**config.mk**
```make
export PLATFORM = sky130hd
export DESIGN_NAME = sccomp_run_ctrl
export DESIGN_NICKNAME = d
export VERILOG_FILES = /design/src/rtl/sccomp_dbg_pkg.sv /design/src/rtl/sccomp_rf_dumper.sv /design/src/rtl/sccomp_run_ctrl.sv
export SDC_FILE = /design/constraint.sdc
export NUM_CORES = 1
export LEC_CHECK = 0
export ABC_CLOCK_PERIOD_IN_PS = 3800
export BUFFER_PORTS_ARGS = -buffer_cell sky130_fd_sc_hd__buf_4
export CORE_MARGIN = 2
export CORE_UTILIZATION = 44
export DETAILED_ROUTE_END_ITERATION = 8
export GPL_TIMING_DRIVEN = 0
export PLACE_DENSITY_LB_ADDON = 0.12
export SETUP_SLACK_MARGIN = 0.05
export SLEW_MARGIN = 40
export SYNTH_ARGS = -nofsm -noshare
export SYNTH_HDL_FRONTEND = slang
export SYNTH_SLANG_ARGS = --single-unit
```
**constraint.sdc**
```tcl
create_clock -name clk -period 3.8 [get_ports clk]
set_input_delay 0.76 -clock clk [delete_from_list [all_inputs] [get_ports clk]]
set_output_delay 0.76 -clock clk [all_outputs]
set_load 0.01 [all_outputs]
```
**src/rtl/sccomp_dbg_pkg.sv**
```systemverilog
// sccomp_dbg_pkg: shared state, halt-reason encodings and register count for the sccomp debug controller
package sccomp_dbg_pkg;
   localparam int NREG = 32;
   typedef enum logic [2:0] {S_IDLE, S_RUN, S_STEP, S_HALT, S_DUMP} state_e;
   typedef enum logic [1:0] {HR_NONE = 2'd0, HR_CMD = 2'd1, HR_BP = 2'd2, HR_LIMIT = 2'd3} halt_reason_e;
endpackage

```
**src/rtl/sccomp_rf_dumper.sv**
```systemverilog
// sccomp_rf_dumper: walks reg_sel over the register file and presents each value as a valid/ready beat
module sccomp_rf_dumper import sccomp_dbg_pkg::*; #(
   parameter int XLEN = 32,
   parameter int NREG = sccomp_dbg_pkg::NREG
) (
   input  logic                    clk,
   input  logic                    rstn,
   input  logic                    start_i,
   output logic                    done_o,
   output logic [$clog2(NREG)-1:0] reg_sel_o,
   input  logic [XLEN-1:0]         reg_data_i,
   input  logic                    ready_i,
   output logic                    valid_o,
   output logic [$clog2(NREG)-1:0] idx_o,
   output logic [XLEN-1:0]         data_o,
   output logic                    last_o
);
   localparam int IW = $clog2(NREG);
   logic          act_q, act_d, vld_q, vld_d;
   logic [IW-1:0] k_q, k_d;
   logic [XLEN-1:0] data_q, data_d;
   logic          at_last;
   assign at_last   = k_q == IW'(NREG - 1);
   assign reg_sel_o = k_q;
   assign idx_o     = k_q;
   assign valid_o   = vld_q;
   assign data_o    = data_q;
   assign last_o    = vld_q && at_last;
   // Select phase captures reg_data into the beat; acceptance advances to the next index
   always_comb begin
      act_d  = act_q;
      vld_d  = vld_q;
      k_d    = k_q;
      data_d = data_q;
      done_o = act_q && vld_q && ready_i && at_last;
      if (!act_q) begin
         act_d = start_i;
         k_d   = '0;
      end else if (!vld_q) begin
         vld_d  = 1'b1;
         data_d = reg_data_i;
      end else if (ready_i) begin
         vld_d = 1'b0;
         act_d = !done_o;
         k_d   = done_o ? '0 : k_q + 1'b1;
      end
   end
   // Beat and sequencing registers
   always_ff @(posedge clk or negedge rstn) begin
      if (!rstn) begin
         act_q  <= 1'b0;
         vld_q  <= 1'b0;
         k_q    <= '0;
         data_q <= '0;
      end else begin
         act_q  <= act_d;
         vld_q  <= vld_d;
         k_q    <= k_d;
         data_q <= data_d;
      end
   end
endmodule

```
**src/rtl/sccomp_run_ctrl.sv**
```systemverilog
// sccomp_run_ctrl: run/step/halt/breakpoint/limit control and register dump sequencing for sccomp
module sccomp_run_ctrl import sccomp_dbg_pkg::*; #(
   parameter int XLEN  = 32,
   parameter int NREG  = sccomp_dbg_pkg::NREG,
   parameter int CNT_W = 32
) (
   input  logic                    clk,
   input  logic                    rstn,
   input  logic                    cmd_run,
   input  logic                    cmd_step,
   input  logic                    cmd_halt,
   input  logic                    cmd_dump,
   input  logic                    bp_en,
   input  logic [XLEN-1:0]         bp_addr,
   input  logic [CNT_W-1:0]        max_commits,
   input  logic [XLEN-1:0]         pc,
   input  logic [XLEN-1:0]         reg_data,
   output logic                    cpu_en,
   output logic [$clog2(NREG)-1:0] reg_sel,
   output logic                    dump_valid,
   input  logic                    dump_ready,
   output logic [$clog2(NREG)-1:0] dump_idx,
   output logic [XLEN-1:0]         dump_data,
   output logic                    dump_last,
   output logic [CNT_W-1:0]        commit_cnt,
   output logic                    halted,
   output logic [1:0]              halt_reason,
   output logic                    busy
);
   state_e         state_q, state_d, ret_q, ret_d;
   halt_reason_e   reason_q, reason_d;
   logic           skip_q, skip_d;
   logic [CNT_W-1:0] cnt_q;
   logic           bp_hit, limit_hit, dump_start, dump_done;
   assign bp_hit      = bp_en && pc == bp_addr && !skip_q;
   assign limit_hit   = max_commits != '0 && cnt_q + CNT_W'(1) == max_commits;
   assign cpu_en      = state_q == S_STEP || (state_q == S_RUN && !bp_hit && !cmd_halt);
   assign commit_cnt  = cnt_q;
   assign halted      = state_q == S_HALT;
   assign halt_reason = reason_q;
   assign busy        = state_q inside {S_RUN, S_STEP, S_DUMP};
   // Next state: halt beats step beats run beats dump; skip_bp lives until the first commit
   always_comb begin
      state_d    = state_q;
      ret_d      = ret_q;
      reason_d   = reason_q;
      skip_d     = cpu_en ? 1'b0 : skip_q;
      dump_start = 1'b0;
      case (state_q)
         S_IDLE, S_HALT: begin
            if (cmd_halt) begin
               state_d = state_q;
            end else if (cmd_step || cmd_run) begin
               state_d  = cmd_step ? S_STEP : S_RUN;
               reason_d = HR_NONE;
               skip_d   = reason_q == HR_BP;
            end else if (cmd_dump) begin
               state_d    = S_DUMP;
               ret_d      = state_q;
               dump_start = 1'b1;
            end
         end
         S_STEP: begin
            state_d  = S_HALT;
            reason_d = HR_CMD;
         end
         S_RUN: begin
            if (cmd_halt || bp_hit || limit_hit) begin
               state_d  = S_HALT;
               reason_d = cmd_halt ? HR_CMD : bp_hit ? HR_BP : HR_LIMIT;
            end
         end
         S_DUMP: state_d = dump_done ? ret_q : S_DUMP;
         default: state_d = S_IDLE;
      endcase
   end
   // Controller state and commit counter
   always_ff @(posedge clk or negedge rstn) begin
      if (!rstn) begin
         state_q  <= S_IDLE;
         ret_q    <= S_IDLE;
         reason_q <= HR_NONE;
         skip_q   <= 1'b0;
         cnt_q    <= '0;
      end else begin
         state_q  <= state_d;
         ret_q    <= ret_d;
         reason_q <= reason_d;
         skip_q   <= skip_d;
         cnt_q    <= cnt_q + CNT_W'(cpu_en);
      end
   end
   sccomp_rf_dumper #(.XLEN(XLEN), .NREG(NREG)) u_dumper (
      .clk        (clk),
      .rstn       (rstn),
      .start_i    (dump_start),
      .done_o     (dump_done),
      .reg_sel_o  (reg_sel),
      .reg_data_i (reg_data),
      .ready_i    (dump_ready),
      .valid_o    (dump_valid),
      .idx_o      (dump_idx),
      .data_o     (dump_data),
      .last_o     (dump_last)
   );
endmodule

```
Yosys cells after proc, flatten, opt, wreduce, memory -nomap -nowiden
Cells that the tools add are included.

storage, ports and cells
  register bits = 80
  input port bits = 136
  output and inout port bits = 81
  word-level logic and storage cells = 86

operators by class
  $add $sub $neg = 3
  equality and inequality tests = 14
  multiplexer cells = 30
  bitwise operators = 3
  reductions and logical operators = 27

operators by type and width
  operator                 number
  $eq A32 B32 Y1           2
  $add A32 B1 Y32          1
  $add A32 B1 Y32 const B  1
  $reduce_bool A32 Y1      1
  $mux W5                  4
  $mux W3                  5
  $mux W1                  14
  $pmux W3 S4              1
  $mux W2                  5
  $logic_and A1 B1 Y1      9
  $ne A2 B2 Y1 const B     4
  $reduce_and A4 Y1        2
  $eq A3 B2 Y1 const B     2
  $pmux W2 S3              1
  $reduce_bool A3 Y1       2
  $add A5 B1 Y5 const B    1
  $eq A5 B5 Y1 const B     1
  $logic_not A1 Y1         4
  $logic_or A1 B1 Y1       4
  $reduce_and A2 Y1        2
  $eq A3 B1 Y1 const B     1
  $eq A3 B3 Y1 const B     1
  $logic_not A3 Y1         1
  $ne A3 B3 Y1 const B     1
  5 further kinds          7

Longest topological paths before layout
  depth after elaboration = 11
  mapped depth = 13
  depth with buffers taken out = 13

Cells and area by module
Synthesis repeated with hierarchy kept, for this count alone.

second synthesis, totals
  cells, all modules = 515
  area total of the unflattened synthesis = 5,051.1 sq um

modules (own cells, without submodules)
  module            instances  cells each  area each (sq um)  seq. area each (sq um)
  sccomp_run_ctrl   1          405         3,464.6            1,026.0
  sccomp_rf_dumper  1          110         1,586.5            975.9

Least setup slack after synthesis
Ideal clock, no wire load.

  path type = input to register
  start = input pc[29]
  end = register cnt_q[29] (netlist: commit_cnt[29])
  setup time = 0.128 ns
  arrival time = 3.093 ns
  data required time = 3.672 ns
  path slack = 0.578 ns
  stages on the path = 13
  cells stage by stage = xnor2_1 -> nand4_1 -> nor4_1 -> nand3_1 -> nand3_1 -> o31ai_1 -> ha_1 -> nand2_1 -> or4_1 -> or2_2 -> nor2_1 -> nand3_1 -> xnor2_1

between the ends
  word-level cells in the longest chain between the ends = 8

RTL lines
  item                              RTL line               text
  start: declaration                sccomp_run_ctrl.sv:16  input logic [XLEN-1:0] pc,
  $eq A32 B32 Y1                    sccomp_run_ctrl.sv:35  assign bp_hit = bp_en && pc == bp_addr && !skip_q;
  $logic_and A1 B1 Y1 (2 in a row)  sccomp_run_ctrl.sv:35
  $logic_not A1 Y1                  sccomp_run_ctrl.sv:37  assign cpu_en = state_q == S_STEP || (state_q == S_RUN && !bp_hit && !cmd_halt);
  $logic_and A1 B1 Y1 (2 in a row)  sccomp_run_ctrl.sv:37
  $logic_or A1 B1 Y1                sccomp_run_ctrl.sv:37
  net cpu_en                        sccomp_run_ctrl.sv:18  output logic cpu_en,
  $add A32 B1 Y32                   sccomp_run_ctrl.sv:90  cnt_q <= cnt_q + CNT_W'(cpu_en);
  end signal: assignment            sccomp_run_ctrl.sv:90
  end: declaration                  sccomp_run_ctrl.sv:33  logic [CNT_W-1:0] cnt_q;

The timed path passes the listed nets, and every way through them passes these cells.
A chain may end at the register's enable or synchronous reset.

Worst setup path in the final report
  start = input pc[15]
  end = register cnt_q[29] (netlist: commit_cnt[29])

between the ends
  word-level cells in the longest chain between the ends = 8

RTL lines
  item                              RTL line
  $eq A32 B32 Y1                    sccomp_run_ctrl.sv:35
  $logic_and A1 B1 Y1 (2 in a row)  sccomp_run_ctrl.sv:35
  $logic_not A1 Y1                  sccomp_run_ctrl.sv:37
  $logic_and A1 B1 Y1 (2 in a row)  sccomp_run_ctrl.sv:37
  $logic_or A1 B1 Y1                sccomp_run_ctrl.sv:37
  $add A32 B1 Y32                   sccomp_run_ctrl.sv:90

Every way passes these cells.

==> out/results.ini <==
[run_status]
outcome=completed

[place]
placedCellCount=890
numPortBuffers=216
place_ws_ns=-0.136
place_congestion=0.898
dp_hpwl_um=12200

[drt]
drc=0
vias_per_cell=5.43
drt_first_pass_iters=5
num_vias=4922
avgRoutedWirePerCell_um=17.0
drt_first_iter_violations=267
ant_nets=0
wl_um=15400

[hold_path]
min_path_type=input pin to async pin

[setup_path]
max_stage_delay_ns=0.65
critPathTopFamily=simple AND/OR/NAND/NOR gates
ff2ff_setup_slack_ns=0.26
crit_buf_inv=1
crit_type=input pin to flop
cp.depth=14
setup.worst_path.start_class=input pin
worstPathCellList=buf_4, xnor2_1, nand4_1, nor3_1, nand3_1, nand3_1, o31ai_1, ha_2, nand2_1, or4_1, or2_2, nor2_1, nand3_1, xnor2_1
worstRegToRegCells=10
critPathMaxFanout=4
crit_arrival_ns=3.76
cp_data_required_time_ns=4.01
slowest_stage=or4_1
crit_top_cell=nand3_1
endpoint_kind=flop

[timing]
finalMaxSlewViolations=0
worst_pin_slew_ns=0.732
clock.fmax_mhz=282
skew_ns=0.0114
period_share_pct=93.3
layout_min_cycle_time_ns=3.55
rsz0062_at_grt=false
relSlewSlack_pct=50.8
whs_ns=0.460
fin_setup_tns_ns=0
hold_violations=0
postLayoutSetupSlackWorst_ns=0.253
setup_viol=0

[global_routing]
grt_first_pass_wirelength_um=24500
grt_overflow=0
grt_pass1_vias=4909
antenna_found_initial=0
track_usage_pct=24.5
grt_max_degree=81

[pwr]
seqPwrFrac_pct=33.6
ir_drop_v=0.000398
combPwrFrac_pct=43.5
p_switching_mw=1.37
internal_power_mw=2.53
swShare_pct=35.1
powerDensity_nw_per_um2=538
p_clk_share_pct=22.9
p_leak_nw=3.32

[final_layout]
multi_input_area_um2=2920
drive_gt1_share_pct=40.0
syn_to_final_growth_pct=41.2
layout_commonest_cell=buf_4
fillers=959
stdcell_count=906
nNetsFinal=899
seqCellArea_um2=2000
diodes=0
mostFrequentLayoutCells=buf_4 (222), dfrtp_1 (80), xnor2_1 (75)

[synthesis]
synth_enable_flop_cells=0
yosysTopAreaCell=dfrtp_1
async_flop_share_pct=100
ys_ff_latch=80
ys_seq_area_share_pct=39.0
synth_top_area_share_pct=39.0
syn_avg_cell_area_um2=9.67
synthCells=531
syn_area_um2=5130
synthFlopType=dfrtp_1
synth_cell_types=60
yosysWarningCount=0
synth_area_leaders=dfrtp_1 (39%), xnor2_1 (13%), mux2_2 (7.0%)
syn_nets=672

[clock_network]
clk_latency_ns=0.34
tritoncts=yes
cts_max_level=3
cts_buffers=9
hold_buffers=0
clk_path_buf_depth=2
cts.sinks=80
root_buffer=clkbuf_16
clk_pin_slew_worst_paths_ns=0.06

[die]
io_pins=217
die_h_um=112
core_area_um2=11400
initial_core_util_pct=45.0
die_area_um2=12600
die_width_um=112
rows=39

[job]
max-cap-violations=0

## state kept, by name (all words and copies together), names as in the netlist
name and flops:
commit_cnt 32, u_dumper.data_o 32, u_dumper.idx_o 5, ret_q 3, state_q 3, halt_reason 2, skip_q 1, u_dumper.act_q 1
u_dumper.valid_o 1
## path summary, 6_finish.rpt
path,start,endpoint
max,pc[15],commit_cnt[29]
min,rstn,u_dumper.data_o[15]
max reg2reg,state_q[1],commit_cnt[29]
min reg2reg,ret_q[0],ret_q[0]
max in group asynchronous,rstn,halt_reason[1]
min in group clk,ret_q[0],ret_q[0]
## Yosys cell counts (all sizes together) (2+ instances only)
library cell,instances
xor2,30
a2111oi,2
nor4,16
nor2b,6
o22ai,2
a21oi,15
a211oi,2
nand3,24
inv,10
dfrtp,80
nor2,30
and2,6
a21boi,3
nand3b,3
mux2,32
o31a,2
nor3,15
buf,21
nand2,30
nor4b,2
or4,7
ha,5
o21ai,20
and3,8
or3,4
or2,2
clkbuf,16
xnor2,76
nand4,35
and4,6
o31ai,3
o211ai,3
## worst reg2reg max path, cell delays in order (launching register included)
cell and delay, ns:
dfrtp_1 0.39, buf_2 0.23, inv_1 0.12, o31ai_1 0.65
ha_2 0.38, nand2_1 0.18, or4_1 0.65, or2_2 0.36
nor2_1 0.18, nand3_1 0.12, xnor2_1 0.15
## per-stage QoR
| step | cell area (um^2) | util [%] | power, mW |
|---|---|---|---|
| finish | 7250 | 63.5 | 3.90 |
| global route | 7250 | 63.5 | 4.14 |
| CTS | 7240 | 63.4 | 3.93 |
| detailed placement | 6940 | 60.8 | 3.02 |
| global placement | 6940 | 60.7 | 2.96 |
| floorplan | 5130 | - | 2.24 |
## layer usage
metal | wire length (um) | track usage, %
met3 | 1180 | 3.89
met2 | 7410 | 41.5
met5 | 0 | 0
met1 | 6640 | 32.4
met4 | 188 | 7.64
## cell families (layout without fill, tap and decap cells)
| kind of cell | count (synthesis) | in the layout | synth area share [%] |
|---|---|---|---|
| buffers and inverters | 47 | 279 | 4.31 |
| adder cells (fa/ha/maj) | 5 | 5 | 1.22 |
| XOR/XNOR | 106 | 106 | 18.2 |
| multiplexers | 33 | 33 | 7.21 |
| flip-flops | 80 | 80 | 39.0 |
| AO/OA/AOI/OAI | 63 | 63 | 7.99 |
| AND/OR/NAND/NOR | 197 | 197 | 22.1 |
## final cells by class
class                   count  share of cell area [%]
multi-input cells         404                    40.2
flip-flops and latches     80                    27.6
repair buffers            216                    22.4
clock buffers               9                    3.11
plain buffers              37                    2.55
well taps                 143                    2.47
clock inverters             7                    1.07
inverters                  10                   0.518
## timing repair
action,4_1_cts,5_1_grt
endpoints found under the setup margin,0,4
gates resized for setup,0,4
setup buffers,0,0
## power by group through the flow
| stage | clock network [mW] | registers, mW | logic [mW] |
|---|---|---|---|
| 2_1_floorplan | 0 | 1.40 | 0.840 |
| 3_3_place_gp | 0 | 1.30 | 1.65 |
| 3_5_place_dp | 0 | 1.32 | 1.70 |
| 4_1_cts | 0.914 | 1.31 | 1.70 |
| 5_1_grt | 0.951 | 1.35 | 1.84 |
| 6_report | 0.894 | 1.31 | 1.70 |
Note: power is estimated with default switching activity, not from simulation.
